[config.mk]
export PLATFORM = sky130hd
export DESIGN_NAME = pipe_mux_n_to_1
export DESIGN_NICKNAME = d
export VERILOG_FILES = /design/src/rtl/pipe_mux_n_to_1.sv
export SDC_FILE = /design/constraint.sdc
export NUM_CORES = 1
export LEC_CHECK = 0
export CAP_MARGIN = 40
export CORE_UTILIZATION = 42
export CTS_BUF_LIST = sky130_fd_sc_hd__clkbuf_2
export CTS_CLUSTER_DIAMETER = 40
export DETAILED_ROUTE_END_ITERATION = 12
export PLACE_DENSITY = 0.84
export SLEW_MARGIN = 20
export SYNTH_ARGS = -nofsm -noshare
export SYNTH_HDL_FRONTEND = slang
export SYNTH_SLANG_ARGS = --single-unit
export TNS_END_PERCENT = 50
[constraint.sdc]
create_clock -name Clk -period 3.25 [get_ports Clk]
set_input_delay 0.4875 -clock Clk [delete_from_list [all_inputs] [get_ports Clk]]
set_output_delay 0.4875 -clock Clk [all_outputs]
set_load 0.1 [all_outputs]
[src/rtl/pipe_mux_n_to_1.sv]
// pipe_mux_n_to_1
//   N_IN-way DATA_W-bit selector that feeds a registered 2-entry skid buffer.
//   Both sides use a valid/ready handshake. An out-of-range select writes a
//   defined zero and sets a sticky error flag.
//
//   Optional feature macro: MUX_ERR_CNT_EN
//     defined   -> Err_Cnt is a saturating (255) count of accepted
//                  out-of-range selects, cleared only by Reset.
//     undefined -> Err_Cnt is tied to zero and no counter state exists.
//
// Ports
//   Clk        in   rising-edge clock
//   Reset      in   synchronous, active-high reset
//   In_Bus     in   packed inputs; input k is [k*DATA_W +: DATA_W]
//   Sel        in   input index, used only on an accepted beat
//   In_Valid   in   upstream beat present
//   In_Ready   out  buffer can take a beat this cycle (registered state only)
//   Flush      in   discard all buffered beats
//   Mux_Out    out  head-of-buffer data, zero when empty
//   Out_Valid  out  Mux_Out holds a valid beat
//   Out_Ready  in   downstream takes the head beat
//   Sel_Err    out  sticky: an out-of-range Sel was accepted
//   Err_Cnt    out  count of accepted out-of-range selects
module pipe_mux_n_to_1 #(
    parameter int DATA_W = 32,
    parameter int N_IN   = 4,
    parameter int SEL_W  = 2
) (
    input  logic                     Clk,
    input  logic                     Reset,
    input  logic [DATA_W*N_IN-1:0]   In_Bus,
    input  logic [SEL_W-1:0]         Sel,
    input  logic                     In_Valid,
    output logic                     In_Ready,
    input  logic                     Flush,
    output logic [DATA_W-1:0]        Mux_Out,
    output logic                     Out_Valid,
    input  logic                     Out_Ready,
    output logic                     Sel_Err,
    output logic [7:0]               Err_Cnt
);

    if (N_IN < 2 || N_IN > 16 || (2 ** SEL_W) < N_IN) begin : g_param_check
        $error("pipe_mux_n_to_1: need 2 <= N_IN <= 16 and 2**SEL_W >= N_IN");
    end

    logic [DATA_W-1:0] buf_data_p1 [2];
    logic              wr_ptr;
    logic              rd_ptr;
    logic [1:0]        count;
    logic              sel_err;

    logic [31:0]       sel_ext;
    logic              sel_oob;
    logic [DATA_W-1:0] mux_data_p0;
    logic              push;
    logic              pop;

    // Stage p0: combinational select of the incoming beat
    assign sel_ext = 32'(Sel);
    assign sel_oob = (sel_ext >= 32'(N_IN));

    always_comb begin
        mux_data_p0 = '0;
        for (int k = 0; k < N_IN; k++) begin
            if (sel_ext == 32'(k)) begin
                mux_data_p0 = In_Bus[k*DATA_W +: DATA_W];
            end
        end
    end

    // Flush suppresses both handshakes so a same-cycle beat is simply lost.
    assign In_Ready  = !Reset && (count != 2'd2);
    assign Out_Valid = (count != 2'd0);
    assign push      = In_Valid && In_Ready && !Flush;
    assign pop       = Out_Valid && Out_Ready && !Flush;

    // Stage p1: buffer storage (data carries no reset; validity is count)
    always_ff @(posedge Clk) begin
        if (push) begin
            buf_data_p1[wr_ptr] <= mux_data_p0;
        end
    end

    always_ff @(posedge Clk) begin
        if (Reset) begin
            wr_ptr  <= 1'b0;
            rd_ptr  <= 1'b0;
            count   <= 2'd0;
            sel_err <= 1'b0;
        end else begin
            if (Flush) begin
                wr_ptr <= 1'b0;
                rd_ptr <= 1'b0;
                count  <= 2'd0;
            end else begin
                if (push) begin
                    wr_ptr <= ~wr_ptr;
                end
                if (pop) begin
                    rd_ptr <= ~rd_ptr;
                end
                if (push && !pop) begin
                    count <= count + 2'd1;
                end else if (pop && !push) begin
                    count <= count - 2'd1;
                end
            end
            if (push && sel_oob) begin
                sel_err <= 1'b1;
            end
        end
    end

`ifdef MUX_ERR_CNT_EN
    logic [7:0] err_cnt;

    always_ff @(posedge Clk) begin
        if (Reset) begin
            err_cnt <= 8'd0;
        end else if (push && sel_oob && (err_cnt != 8'hFF)) begin
            err_cnt <= err_cnt + 8'd1;
        end
    end

    assign Err_Cnt = err_cnt;
`else
    assign Err_Cnt = 8'd0;
`endif

    // Stage p2: output presentation, forced to zero when empty
    assign Mux_Out = Out_Valid ? buf_data_p1[rd_ptr] : '0;
    assign Sel_Err = sel_err;

endmodule

==> results.tsv, run 1 <==
metric	value	unit
post_cts_buffers	0	
vdd_drop_max	0.000240	V
io_buffers	168	
cts_tree	done	
period_share	81.3	%
ys_seq_area_share	57.2	%
ios	178	
powerDensity	367	nW/um^2
yosysUniqueCellTypes	22	
internal_power	0.00141	W
clock_path_buffers	2	
die_y	93.8	um
critPathMaxStageDelay	0.75	ns
gp_congestion	0.725	
route.vias.total	2481	
synthArstFlopShare	0	%
critPathArrivalTime	2.15	ns
syn_avg_cell_area	16.4	um^2
num_rows	33	
synth_edf_count	64	
holdWs	0.537	ns
finalNonFillerCells	494	
multi_input_area	1350	um^2
drc_errors	0	
final_max_slew_viol_count	0	
routed_wl	7830	um
drive_gt1_share	23.4	%
switchingPower	0.000521	W
postRouteAntennaNets	0	
synth_seq_cells	69	
final_common_cell	clkdlybuf4s50_1	
grt_max_degree	23	
core_area	8180	um^2
vias_per_cell	5.02	
worstPathRequired	2.76	ns
rsz0062_at_grt	false	
hold_class	reg2reg	
ctsHoldBuffers	0	
layout_min_cycle_time	2.64	ns
worst_pin_slew	0.607	ns
end_kind	output pin	
critical_path.cell_chain	buf_4 -> mux2i_1 -> nor2_1 -> buf_4	
grt_pass1_vias	2594	
cts_made_buffers	9	
ys.flop_type	edfxtp_1	
place_inst	480	
status	complete, no violations	
avgRoutedWirePerCell	15.8	um
synth.cell_area	3540	um^2
synth_cells	215	
cpMaxStageDelayCell	dfxtp_2	
track_usage	18.6	%
hold_violations	0	
final_nets	522	
slew_headroom	59.5	%
worstPathMaxFanout	20	
final_area	5270	um^2
drt-initial-drc-count	86	
grt_pass1_wl	11800	um
grt_antenna_before_repair	0	
drt_pre_antenna_iters	4	
cts.root.buffer_cell	clkbuf_2	
yosysWarnings	0	
crit_type	reg2out	
cp_common_cell	buf_4	
power_leakage	1.85	nW
htreeDepth	3	
num-fill-cells	582	
drv_cap	0	
cp-start-kind	flop	
postCtsResizedCells	0	
tns	0	ns
layout_common_cells	clkdlybuf4s50_1, edfxtp_1, buf_4	
area_growth	49.0	%
clkLatencyLatePin	0.47	ns
power_frac_seq	52.2	%
clkPwrFrac	22.7	%
clock_skew	0.0217	ns
clk_pin_slew	0.16	ns
clkSinkCount	69	
ff_latch_area	2020	um^2
fmax	0.379	GHz
dpl_cell_area	5180	um^2
grt_remaining_overflow	0	
setup_viol	0	
sw_frac_of_total	26.9	%
hpwl	6210	um
power	0.00194	W
p_comb_share	25.1	%
antenna-diode-count	0	
dieArea	8790	um^2
start_util	43.3	%
die_w	93.8	um
-- path summary, 6_finish.rpt --
kind                                            start                            to  slack (ns)  depth (start not counted)
worst max register to register  count[0]$_SDFFE_PP0P_  buf_data_p1[1][15]$_DFFE_PP_        1.23                          4
worst min-delay path              rd_ptr$_SDFFE_PP0P_           rd_ptr$_SDFFE_PP0P_        0.54                          2
worst max-delay path                             flop                   Mux_Out[28]        0.61                          4
worst min register to register    rd_ptr$_SDFFE_PP0P_           rd_ptr$_SDFFE_PP0P_        0.54                          2
-- cell type report --
cell class / instances / share of cell area [%]
clock buffer: 11 / 1.04
clock inverter: 3 / 0.736
inverter: 3 / 0.214
multi-input combinational: 128 / 25.7
sequential: 69 / 38.4
tap: 105 / 2.49
timing repair buffer: 175 / 31.4
-- registers in the layout (all words and copies together) (netlist names), named ones only --
name,cells
buf_data_p1,64
count,2
rd_ptr,1
wr_ptr,1
-- power groups by stage --
stage               clock network (W)  registers [W]  logic (W)
finish                       0.000439        0.00101   0.000486
global route                 0.000485        0.00101   0.000511
CTS                          0.000451        0.00101   0.000490
detailed placement                  0        0.00103   0.000489
global placement                    0        0.00103   0.000480
floorplan                           0        0.00103   0.000294
-- critical path, delay by kind of cell, from the launching register on --
| family | cells | cell delay, ns |
|---|---|---|
| buffers and inverters | 2 | 0.60 |
| flip-flops | 1 | 0.75 |
| multiplexers | 1 | 0.25 |
| AND/OR/NAND/NOR | 1 | 0.06 |
-- cells in the mapped netlist (2+ instances only) --
library cell   n  area [um^2]
edfxtp_1      64         1920
nand3_1        2         10.0
a21oi_1        2         10.0
or2_2          2         12.5
buf_4         12         90.1
inv_1          3         11.3
xor2_1         3         26.3
buf_12         3         60.1
mux2i_1       32          320
o21ai_0        2         10.0
nor2_1        39          146
dfxtp_1        5          100
mux4_1         2         52.6
mux4_2        30          676
buf_2          7         35.0
-- cells by family (layout without fill, tap and decap cells) --
group	count (synthesis)	in the layout	synth area share, %
XOR/XNOR	3	3	0.743
buffers and inverters	26	192	5.87
adder cells (fa/ha/maj)	1	1	0.354
flip-flops	69	69	57.2
other	1	9	0.106
multiplexers	64	64	29.7
AND/OR/NAND/NOR	46	46	5.31
AO/OA/AOI/OAI	5	5	0.779
-- routing by layer --
metal  wire (um)  vias up  share of wire [%]  global-route usage [%]
met4         263        0                3.4                    10.6
met2        4250      124                 54                    34.1
li1            -     1159                  -                       -
met5           0        -                  0                       0
met3         488       20                6.2                    4.05
met1        2820     1178                 36                    19.4
-- stage by stage --
stage / util, % / setup WS (ns)
6_report: 64.5 / 0.609
5_1_grt: 64.5 / 0.448
4_1_cts: 64.5 / 0.522
3_5_place_dp: 63.3 / 0.798
3_3_place_gp: 63.3 / 0.865
2_1_floorplan: - / 0.776
Power figures use the tool's default switching activity.
==> run 2: changes to the inputs <==
==> constraint.sdc (replaced) <==
create_clock -name Clk -period 2.5 [get_ports Clk]
set_input_delay 0.375 -clock Clk [delete_from_list [all_inputs] [get_ports Clk]]
set_output_delay 0.375 -clock Clk [all_outputs]
set_load 0.1 [all_outputs]
==> results.tsv, run 2 (synthesis gave the netlist of run 1 again) <==
metric	value	unit	change
cpMaxStageDelayCell	dfxtp_2		
drive_gt1_share	24.2	%	+0.84 points
end_kind	output pin		
track_usage	19.3	%	+0.75 points
hold_class	reg2reg		
area_growth	58.2	%	
period_share	93.3	%	
drc_errors	0		unchanged
hpwl	6090	um	-1.9%
grt_use_met2	36.1	%	+2.0 points
power_leakage	1.94	nW	+4.8%
cts_tree	done		
drv_cap	0		unchanged
setup_viol	0		unchanged
die_y	93.8	um	unchanged
critPathMaxStageDelay	0.60	ns	-0.15 ns
grt_antenna_before_repair	0		unchanged
fmax	0.429	GHz	
grt_pass1_wl	12500	um	+5.6%
worstPathRequired	2.12	ns	-0.64 ns
cp-start-kind	flop		
cp_top_family	flip-flops		
vias_per_cell	5.04		+0.32%
place_inst	481		+0.21%
antenna-diode-count	0		unchanged
route.vias.total	2504		+0.93%
routed_wl	7980	um	+1.9%
io_buffers	168		unchanged
final_max_slew_viol_count	0		unchanged
cp.buffers_inverters	2		unchanged
dieArea	8790	um^2	unchanged
start_util	43.3	%	unchanged
layout_min_cycle_time	2.33	ns	
clkLatencyLatePin	0.47	ns	about the same
ios	178		unchanged
worst_slack	0.168	ns	-0.441 ns
fin_util	68.4	%	+4.0 points
post_cts_buffers	0		unchanged
dpl_worst_slack	0.307	ns	-0.491 ns
postRouteAntennaNets	0		unchanged
rsz0062_at_grt	false		
gp_congestion	0.685		-5.5%
num_rows	33		unchanged
clk_pin_slew	0.17	ns	about the same
vdd_drop_max	0.000277	V	+16%
powerDensity	500	nW/um^2	+36%
crit_type	reg2out		
die_w	93.8	um	unchanged
status	complete, no violations		
finalNonFillerCells	497		+0.61%
final_common_cell	clkdlybuf4s50_1		
r2r_slack	0.64	ns	-0.59 ns
grt_remaining_overflow	0		unchanged
core_area	8180	um^2	unchanged
htreeDepth	3		unchanged
drt_pre_antenna_iters	5		+1
grt_max_degree	33		+43%
hold_violations	0		unchanged
top_regs	buf_data_p1: 64 flops, count: 2 flops		
power	0.00280	W	+45%
tns	0	ns	unchanged
met1_usage	21.1	%	+1.7 points
critical_path.cell_chain	buf_4 -> mux2i_1 -> nor2_1 -> buf_12		
regMostFlops	buf_data_p1		
clock_path_buffers	2		unchanged
worstPathMaxFanout	15		-25%
drt-initial-drc-count	74		-14%
largest_register_ff_count	64		unchanged
postCtsResizedCells	0		unchanged
grt_busiest_layer	met2		
layout_common_cells	clkdlybuf4s50_1, edfxtp_1, nor2_1		
cts.root.buffer_cell	clkbuf_2		
critPathArrivalTime	1.96	ns	-0.19 ns
grt_pass1_vias	2716		+4.7%
clkSinkCount	69		unchanged
clock_skew	0.0114	ns	-0.0104 ns
final_nets	523		+0.19%
ctsHoldBuffers	0		unchanged
avgRoutedWirePerCell	16.0	um	+1.3%
use_met3	3.64	%	-0.40 points
cts_made_buffers	9		unchanged
==> run 2: cell types whose count changed in the layout (fill, tap and decap cells not counted), sizes merged <==
cell / before / now
clkinvlp: 0 / 1
clkbuf: 11 / 10
buf: 42 / 43
bufinv: 1 / 3
==> run 2: worst paths after layout <==
path	cells past startpoint	start	to
min	2	rd_ptr$_SDFFE_PP0P_	flop
min reg2reg	2	rd_ptr$_SDFFE_PP0P_	flop
max reg2reg	6	count[0]$_SDFFE_PP0P_	count[1]$_SDFFE_PP0P_
max	4	flop	Mux_Out[15]
==> run 2: layout make-up <==
class	instances	area, um^2
Timing Repair Buffer	176	1910
Sequential cell	69	2020
Tap cell	105	131
Fill cell	557	2580
Clock buffer	10	50.0
Inverter	3	11.3
Multi-Input combinational cell	128	1350
Clock inverter	6	111
==> run 2: power breakdown <==
group          switching, W  internal [W]  leakage [nW]
Sequential       0.00000877       0.00130         0.622
Clock              0.000385      0.000436        0.0921
Combinational      0.000330      0.000334          1.23
==> run 2: layer usage <==
metal / part of all wire, % / up-vias / routed length, um
met5: 0 / - / 0
met4: 1.5 / 0 / 118
met3: 4.9 / 11 / 393
met2: 57 / 104 / 4580
met1: 36 / 1228 / 2880
li1: - / 1161 / -
==> run 2: through the flow <==
stage	hold slack (ns)	area, um^2
after floorplan	0.472	3570
after global placement	0.501	5430
after detailed placement	0.494	5430
after CTS	0.503	5600
after global routing	0.489	5600
final	0.534	5600
==> run 2: worst register-to-register path, delay by kind of cell, from the launching register on <==
| family | cells | cell delay (ns) |
|---|---|---|
| adders and majority gates | 1 | 0.26 |
| and+or+nand+nor | 3 | 0.81 |
| AOI/OAI and AO/OA | 1 | 0.15 |
| DFF | 1 | 0.46 |
| buffers and inverters | 1 | 0.13 |
